File: src/rtl/fifo_pkg.sv
// Shared defaults for the first-word-fall-through FIFO.
package fifo_pkg;
  localparam int DEFAULT_DATA_WIDTH = 8;
  localparam int DEFAULT_FIFO_DEPTH = 8;
endpackage

File: src/rtl/fifo_regfile.sv
// FIFO storage: one synchronous write port, one combinational read port.
module fifo_regfile
  import fifo_pkg::*;
#(
  parameter int DATA_WIDTH = DEFAULT_DATA_WIDTH,
  parameter int FIFO_DEPTH = DEFAULT_FIFO_DEPTH,
  parameter int ADDR_WIDTH = $clog2(FIFO_DEPTH)
) (
  input  logic                  clk,
  input  logic                  we_i,
  input  logic [ADDR_WIDTH-1:0] waddr_i,
  input  logic [DATA_WIDTH-1:0] wdata_i,
  input  logic [ADDR_WIDTH-1:0] raddr_i,
  output logic [DATA_WIDTH-1:0] rdata_o
);

  // Contents are deliberately left unreset; the top masks reads when empty.
  logic [DATA_WIDTH-1:0] mem_q [FIFO_DEPTH];

  always_ff @(posedge clk) begin
    if (we_i) begin
      mem_q[waddr_i] <= wdata_i;
    end
  end

  assign rdata_o = mem_q[raddr_i];

endmodule

File: src/rtl/sync_fifo_fwft.sv
// Single-clock FIFO with first-word-fall-through reads: the head word sits on
// rdata_o whenever the FIFO is non-empty and ren_i pops it.
module sync_fifo_fwft
  import fifo_pkg::*;
#(
  parameter int DATA_WIDTH   = DEFAULT_DATA_WIDTH,
  parameter int FIFO_DEPTH   = DEFAULT_FIFO_DEPTH,
  parameter int ADDR_WIDTH   = $clog2(FIFO_DEPTH),
  parameter int AEMPTY_LEVEL = 1
) (
  input  logic                  clk,
  input  logic                  rst,
  input  logic                  ren_i,
  output logic [DATA_WIDTH-1:0] rdata_o,
  output logic                  empty_o,
  output logic                  aempty_o,
  input  logic                  wen_i,
  input  logic [DATA_WIDTH-1:0] wdata_i,
  output logic                  full_o,
  output logic [ADDR_WIDTH:0]   count_o
);

  localparam logic [ADDR_WIDTH-1:0] PTR_ONE   = ADDR_WIDTH'(1);
  localparam logic [ADDR_WIDTH:0]   CNT_ONE   = (ADDR_WIDTH + 1)'(1);
  localparam logic [ADDR_WIDTH:0]   CNT_FULL  = (ADDR_WIDTH + 1)'(FIFO_DEPTH);
  localparam logic [ADDR_WIDTH:0]   CNT_AEMPT = (ADDR_WIDTH + 1)'(AEMPTY_LEVEL);

  logic [ADDR_WIDTH-1:0] wptr_q, wptr_d;
  logic [ADDR_WIDTH-1:0] rptr_q, rptr_d;
  logic [ADDR_WIDTH:0]   count_q, count_d;
  logic [DATA_WIDTH-1:0] head_data;
  logic                  rd_acc;
  logic                  wr_acc;

  assign empty_o  = (count_q == '0);
  assign full_o   = (count_q == CNT_FULL);
  assign aempty_o = (count_q <= CNT_AEMPT);
  assign count_o  = count_q;

  assign rd_acc = ren_i && !empty_o;
  // A full FIFO still takes a write when the head is popped in the same cycle.
  assign wr_acc = wen_i && (!full_o || rd_acc);

  always_comb begin
    wptr_d  = wptr_q;
    rptr_d  = rptr_q;
    count_d = count_q;
    if (wr_acc) begin
      wptr_d = wptr_q + PTR_ONE;
    end
    if (rd_acc) begin
      rptr_d = rptr_q + PTR_ONE;
    end
    case ({wr_acc, rd_acc})
      2'b10:   count_d = count_q + CNT_ONE;
      2'b01:   count_d = count_q - CNT_ONE;
      default: count_d = count_q;
    endcase
  end

  always_ff @(posedge clk or posedge rst) begin
    if (rst) begin
      wptr_q  <= '0;
      rptr_q  <= '0;
      count_q <= '0;
    end else begin
      wptr_q  <= wptr_d;
      rptr_q  <= rptr_d;
      count_q <= count_d;
    end
  end

  fifo_regfile #(
    .DATA_WIDTH(DATA_WIDTH),
    .FIFO_DEPTH(FIFO_DEPTH),
    .ADDR_WIDTH(ADDR_WIDTH)
  ) u_regfile (
    .clk    (clk),
    .we_i   (wr_acc),
    .waddr_i(wptr_q),
    .wdata_i(wdata_i),
    .raddr_i(rptr_q),
    .rdata_o(head_data)
  );

  assign rdata_o = empty_o ? '0 : head_data;

endmodule

File: config.mk
export PLATFORM = sky130hd
export DESIGN_NAME = sync_fifo_fwft
export DESIGN_NICKNAME = d
export VERILOG_FILES = /design/src/rtl/fifo_pkg.sv /design/src/rtl/fifo_regfile.sv /design/src/rtl/sync_fifo_fwft.sv
export SDC_FILE = /design/constraint.sdc
export NUM_CORES = 1
export LEC_CHECK = 0
export BUFFER_PORTS_ARGS = -buffer_cell sky130_fd_sc_hd__buf_2
export CAP_MARGIN = 20
export CELL_PAD_IN_SITES_DETAIL_PLACEMENT = 0
export CELL_PAD_IN_SITES_GLOBAL_PLACEMENT = 1
export CORE_MARGIN = 2
export CORE_UTILIZATION = 27
export DETAILED_ROUTE_END_ITERATION = 8
export PLACE_DENSITY = 0.57
export SKIP_CTS_REPAIR_TIMING = 1
export SLEW_MARGIN = 10
export SYNTH_ARGS = -nofsm -noshare
export SYNTH_HDL_FRONTEND = slang
export SYNTH_HIERARCHICAL = 1
export SYNTH_SLANG_ARGS = --single-unit
File: constraint.sdc
create_clock -name clk -period 4.6 [get_ports clk]
set_input_delay 0.69 -clock clk [delete_from_list [all_inputs] [get_ports clk]]
set_output_delay 0.69 -clock clk [all_outputs]
set_load 0.01 [all_outputs]
==> summary.md, run 1 <==
| Metric | Value |
|---|---|
| Outcome | completed |
| H-tree depth | 3 |
| Via Count | 1515 |
| Leakage power | 0.00135 µW |
| WL per Instance | 16.2 µm |
| Drt drc | 0 |
| GRT Total Usage | 0.0945 |
| CTS Root Cell | clkbuf_16 |
| Setup crit end kind | output pin |
| Setup Crit Path Kind | flip-flop to output pin |
| Fmax | 314 MHz |
| Share of cells above drive strength 1 | 0.303 |
| Mapped Cells | 162 |
| DP HPWL | 3.45 mm |
| Reg clk slew, reported paths | 60 ps |
| Final Critical Period | 3190 ps |
| CTS tree | done |
| Reg2reg start | count_o[0] |
| Aggregate global routing overflow | 0 |
| Starting Density | 0.276 |
| Post-Syn Area | 0.00314 mm² |
| Final #Nets | 211 |
| Area grow syn2layout | 19.1% |
| CTS Sinks | 74 |
| Crit path max fanout | 18 |
| Global placer's final weighted congestion | 0.676 |
| Worst slew pin tran | 1050 ps |
| Synth warnings | 6 |
| Clock Tree Buf Depth | 2 |
| Final WL | 5.52 mm |
| Largest net degree at the start of global routing | 19 |
| Iteration-0 DRC count of the detailed router | 82 |
| Vias per cell | 4.44 |
| Core area | 0.0114 mm² |
| First-pass GRT wire length | 8.54 mm |
| Overall power | 2410 µW |
| Worst vdd ir | 191 µV |
| Type of the worst min-delay path | input pin to async pin |
| DIE WIDTH | 112 µm |
| Fin Clk Skew | 4.55 ps |
| R2R depth | 8 |
| RSZ-0062 raised after global routing | false |
| Register area share after synthesis | 0.691 |
| Synth cell types | 29 |
| Synthesized flop and latch total | 74 |
| CP startpoint | rptr_q[0] |
| Number of flops mapped to enable cells by yosys | 64 |
| Final setup viols | 0 |
| Design area | 0.00374 mm² |
| Die height | 112 µm |
| Power Density | 644 mW/mm² |
| Most used flip-flop cell after synthesis | edfxtp_1 |
| CTS Buf Count | 9 |
| Fin cells | 341 |
| # port buffers | 26 |
| WHS | 341 ps |
| DRT Pass-1 Iters | 5 |
| Cells after DPL | 325 |
| Synthesized Nets | 180 |
| Vias in the first global route | 1504 |
| # IOs | 27 |
| Max Cap Violations | 0 |
| Antenna cells | 0 |
| Die area | 0.0125 mm² |
| Fillers | 1088 |
| Worst Setup Start Kind | flip-flop |
| WP data required | 3910 ps |
| Flop-to-flop setup slack | 1960 ps |
| Syn_area_per_cell | 19.4 µm² |
| Crit share post-route | 0.693 |
| Skew-Pair Late Insertion Delay | 330 ps |
| # rows | 39 |
| Critical path data arrival time | 2500 ps |
| Post-place instance area | 0.00342 mm² |
| Worst slew margin | 0.299 |
| TNS Setup | 0 ps |
| Async SR Flop Fraction | 0.135 |
| DRT antenna net count | 0 |
| Reg-to-Reg End | count_o[3] |
| Final hold violations | 0 |
| Initial antenna violation count | 0 |
| Max-slew violations | 0 |
worst max path at each step:
stage	to	slack (ps)	depth (start not counted)
after floorplan	u_regfile/mem_q[0][0]	2310	7
after global placement	rdata_o[5]	1680	4
after detailed placement	rdata_o[5]	1680	4
after CTS	rdata_o[5]	1320	4
after global routing	rdata_o[3]	1260	4
final	rdata_o[5]	1410	4
layout make-up:
cell class	instances	area, µm²	share of cell area
tap	143	179	0.0478
inverter	4	15.0	0.00401
clock buffer	9	225	0.0601
timing repair buffer	26	130	0.0347
multi-input combinational	78	922	0.246
clock inverter	7	101	0.0271
sequential	74	2170	0.580
logic make-up after synthesis:
logic type	Yosys count	share of synthesized area
flops	74	0.691
simple gates	35	0.0665
mux	27	0.172
buf+inv	10	0.0203
xor+xnor	8	0.0223
fa+ha+maj	6	0.0239
compound gates	2	0.00438
per-layer routing:
layer  share of wire  vias to the layer above  wire, µm  track usage
met5               0                        -         0            0
met4           0.019                        0       106       0.0519
met3           0.034                        8       185       0.0240
met2            0.49                       23      2720        0.148
met1            0.45                      779      2510        0.121
li1                -                      705         -            -
cells in the mapped netlist, types with 2 or more instances:
cell | number | area share
nor2b_1 | 9 | 0.018
nand2b_1 | 3 | 0.0060
edfxtp_1 | 64 | 0.61
dfrtp_1 | 10 | 0.080
inv_1 | 4 | 0.0048
nand2_1 | 4 | 0.0048
xor2_1 | 4 | 0.011
nor2_1 | 9 | 0.011
mux4_1 | 15 | 0.13
buf_2 | 2 | 0.0032
ha_1 | 6 | 0.024
xnor2_1 | 4 | 0.011
nor3_1 | 3 | 0.0048
mux2_2 | 10 | 0.036
flip-flops by register name, summed over array words and instances, names as in the netlist:
signal / cells
u_regfile/mem_q: 64
rptr_q: 3
count_o: 4
wptr_q: 3
layout by cell type (no fill, tap or decap), types with 2 or more instances in the layout:
cell / count
clkinvlp_4: 2
nor3_2: 2
nand2b_1: 3
dfrtp_1: 10
xor2_1: 4
mux4_1: 15
buf_2: 26
edfxtp_1: 64
bufinv_16: 2
inv_6: 2
mux2_2: 10
ha_1: 6
nor2b_1: 9
nand2_1: 4
clkbuf_16: 9
xnor2_1: 4
inv_1: 4
nor2_1: 9
critical path, stage by stage (launching register included):
cell	delay, ps
dfrtp_1	940
mux4_1	670
mux2_2	270
nor2b_1	120
buf_2	170
through the flow:
step           worst slack (ps)  utilization
2_1_floorplan              2310            -
3_3_place_gp               1680        0.301
3_5_place_dp               1680        0.301
4_1_cts                    1320        0.329
5_1_grt                    1260        0.329
6_report                   1410        0.329
report_power, final:
group | switching (µW) | leakage (µW) | internal [µW]
registers | 154 | 0.000699 | 866
logic | 284 | 0.000495 | 367
clock network | 261 | 0.000153 | 479
Power figures use the tool's default switching activity.
==> run 2, diff against run 1 <==
PLACE_DENSITY = 0.59   (was 0.57)
clock period = 2.85 ns   (was 4.6 ns; I/O delays follow)
==> run 2 against run 1 <==
Compared with the run above:
- critical endpoint is now rdata_o[1]
- worst setup slack lost 1100 ps
- die area is the same
- largest power group unchanged
- worst hold slack lost 260 ps
- critical path type unchanged
- register-to-register slack lost 1400 ps
- non-clock buffer count grew 13
==> summary.md, run 2 (synthesis results as in run 1) <==
| Metric | Value |
|---|---|
| CTS Sinks | 74 |
| Final #Nets | 224 |
| Clock Tree Buf Depth | 2 |
| Area grow syn2layout | 21.9% |
| Global placer's final weighted congestion | 0.684 |
| CTS Buf Count | 9 |
| Cell internal pwr | 2820 µW |
| Iteration-0 DRC count of the detailed router | 103 |
| GRT Total Usage | 0.0988 |
| RSZ-0062 raised after global routing | false |
| Clock group share of total power | 0.305 |
| Most flops, register | u_regfile/mem_q |
| CP top delay family | multiplexers |
| Fmax | 395 MHz |
| Leakage power | 0.00142 µW |
| Power Density | 1040 mW/mm² |
| Critical path data arrival time | 2110 ps |
| Comb pwr share | 0.307 |
| # rows | 39 |
| First-pass GRT wire length | 9.04 mm |
| Die area | 0.0125 mm² |
| Aggregate global routing overflow | 0 |
| Crit share post-route | 0.889 |
| Net Switching | 1160 µW |
| Setup crit end kind | output pin |
| Fin Clk Skew | 6.06 ps |
| Crit path largest cell delay | 630 ps |
| Die height | 112 µm |
| Commonest non-fill, non-tap cell in the layout | edfxtp_1 |
| DIE WIDTH | 112 µm |
| DP HPWL | 3.56 mm |
| Final hold violations | 0 |
| WHS | 79.0 ps |
| Most frequent cells in the layout | edfxtp_1 (64), buf_2 (26), mux4_1 (15), buf_4 (13) |
| Largest net degree at the start of global routing | 19 |
| Starting Density | 0.276 |
| Initial antenna violation count | 0 |
| H-tree depth | 3 |
| # port buffers | 26 |
| Worst Setup Start Kind | flip-flop |
| Setup Crit Path Kind | flip-flop to output pin |
| Antenna cells | 0 |
| CTS Root Cell | clkbuf_16 |
| WL per Instance | 16.2 µm |
| DRT Pass-1 Iters | 4 |
| Largest register FFs | 64 |
| Drt drc | 0 |
| Worst slew margin | 0.642 |
| Final setup viols | 0 |
| Max-slew violations | 0 |
| Skew-Pair Late Insertion Delay | 330 ps |
| Vias in the first global route | 1613 |
| Worst slew pin tran | 537 ps |
| Final Critical Period | 2530 ps |
| Final WL | 5.73 mm |
| CP startpoint | rptr_q[0] |
| CTS tree | done |
| Reg clk slew, reported paths | 60 ps |
| Crit path max fanout | 18 |
| Core area | 0.0114 mm² |
| Worst path slowest cell | mux4_1 |
| Outcome | completed |
| Sequential share of power | 0.388 |
| WP data required | 2420 ps |
| Overall power | 3980 µW |
| TNS Setup | 0 ps |
| Worst vdd ir | 334 µV |
| Crit-path cells | buf_4 -> mux4_1 -> mux2_2 -> nor2b_1 -> buf_2 |
| Via Count | 1554 |
| # IOs | 27 |
| Critical path buffer and inverter count | 2 |
| Max Cap Violations | 0 |
| Share of cells above drive strength 1 | 0.332 |
| Vias per cell | 4.39 |
| DRT antenna net count | 0 |
| Reg2reg start | count_o[0] |
| Type of the worst min-delay path | input pin to async pin |
| Switching share of power | 0.293 |
==> run 2: changes by cell type in the layout (fill, tap and decap cells not counted) <==
cell / previous run / this run
buf_4: 0 / 13
clkinvlp_4: 2 / 0
nor3_1: 1 / 3
nor3_2: 2 / 0
clkinv_1: 0 / 1
clkinv_4: 1 / 2
==> run 2: per-stage QoR <==
step	utilization	std cells	instance area (µm²)	setup slack [ps]
3_3_place_gp	0.308	338	3510	588
6_report	0.337	354	3830	316
4_1_cts	0.337	354	3830	295
2_1_floorplan	-	162	3140	564
5_1_grt	0.337	354	3830	241
3_5_place_dp	0.308	338	3510	531
==> run 2: path summary, 6_finish.rpt <==
kind	to	slack (ps)	cells past startpoint
worst min register to register	rptr_q[2]	480	1
worst max-delay path	rdata_o[1]	320	5
worst max register to register	count_o[3]	540	8
min in group clk	u_regfile/mem_q[2][0]	360	1
worst min-delay path	count_o[0]	80	2
max in group asynchronous	wptr_q[0]	2480	2
==> run 2: layout make-up <==
| type | instances | area [µm²] |
|---|---|---|
| Tap cell | 143 | 179 |
| Clock buffer | 9 | 225 |
| Timing Repair Buffer | 39 | 228 |
| Fill cell | 1092 | 7540 |
| Clock inverter | 7 | 98.8 |
| Multi-Input combinational cell | 78 | 912 |
| Sequential cell | 74 | 2170 |
| Inverter | 4 | 15.0 |
==> run 2: power groups by stage <==
stage               registers (µW)  clock network [µW]  logic, µW
floorplan                     1530                   0        893
global placement              1560                   0       1250
detailed placement            1570                   0       1250
CTS                           1550                1240       1250
global route                  1580                1280       1350
finish                        1540                1210       1220
==> run 2: metal layers <==
layer	vias to the layer above	global-route usage	share of wire
met1	789	0.125	0.47
met3	7	0.0299	0.029
li1	732	-	-
met4	0	0.0469	0.021
met5	-	0	0
met2	26	0.156	0.48
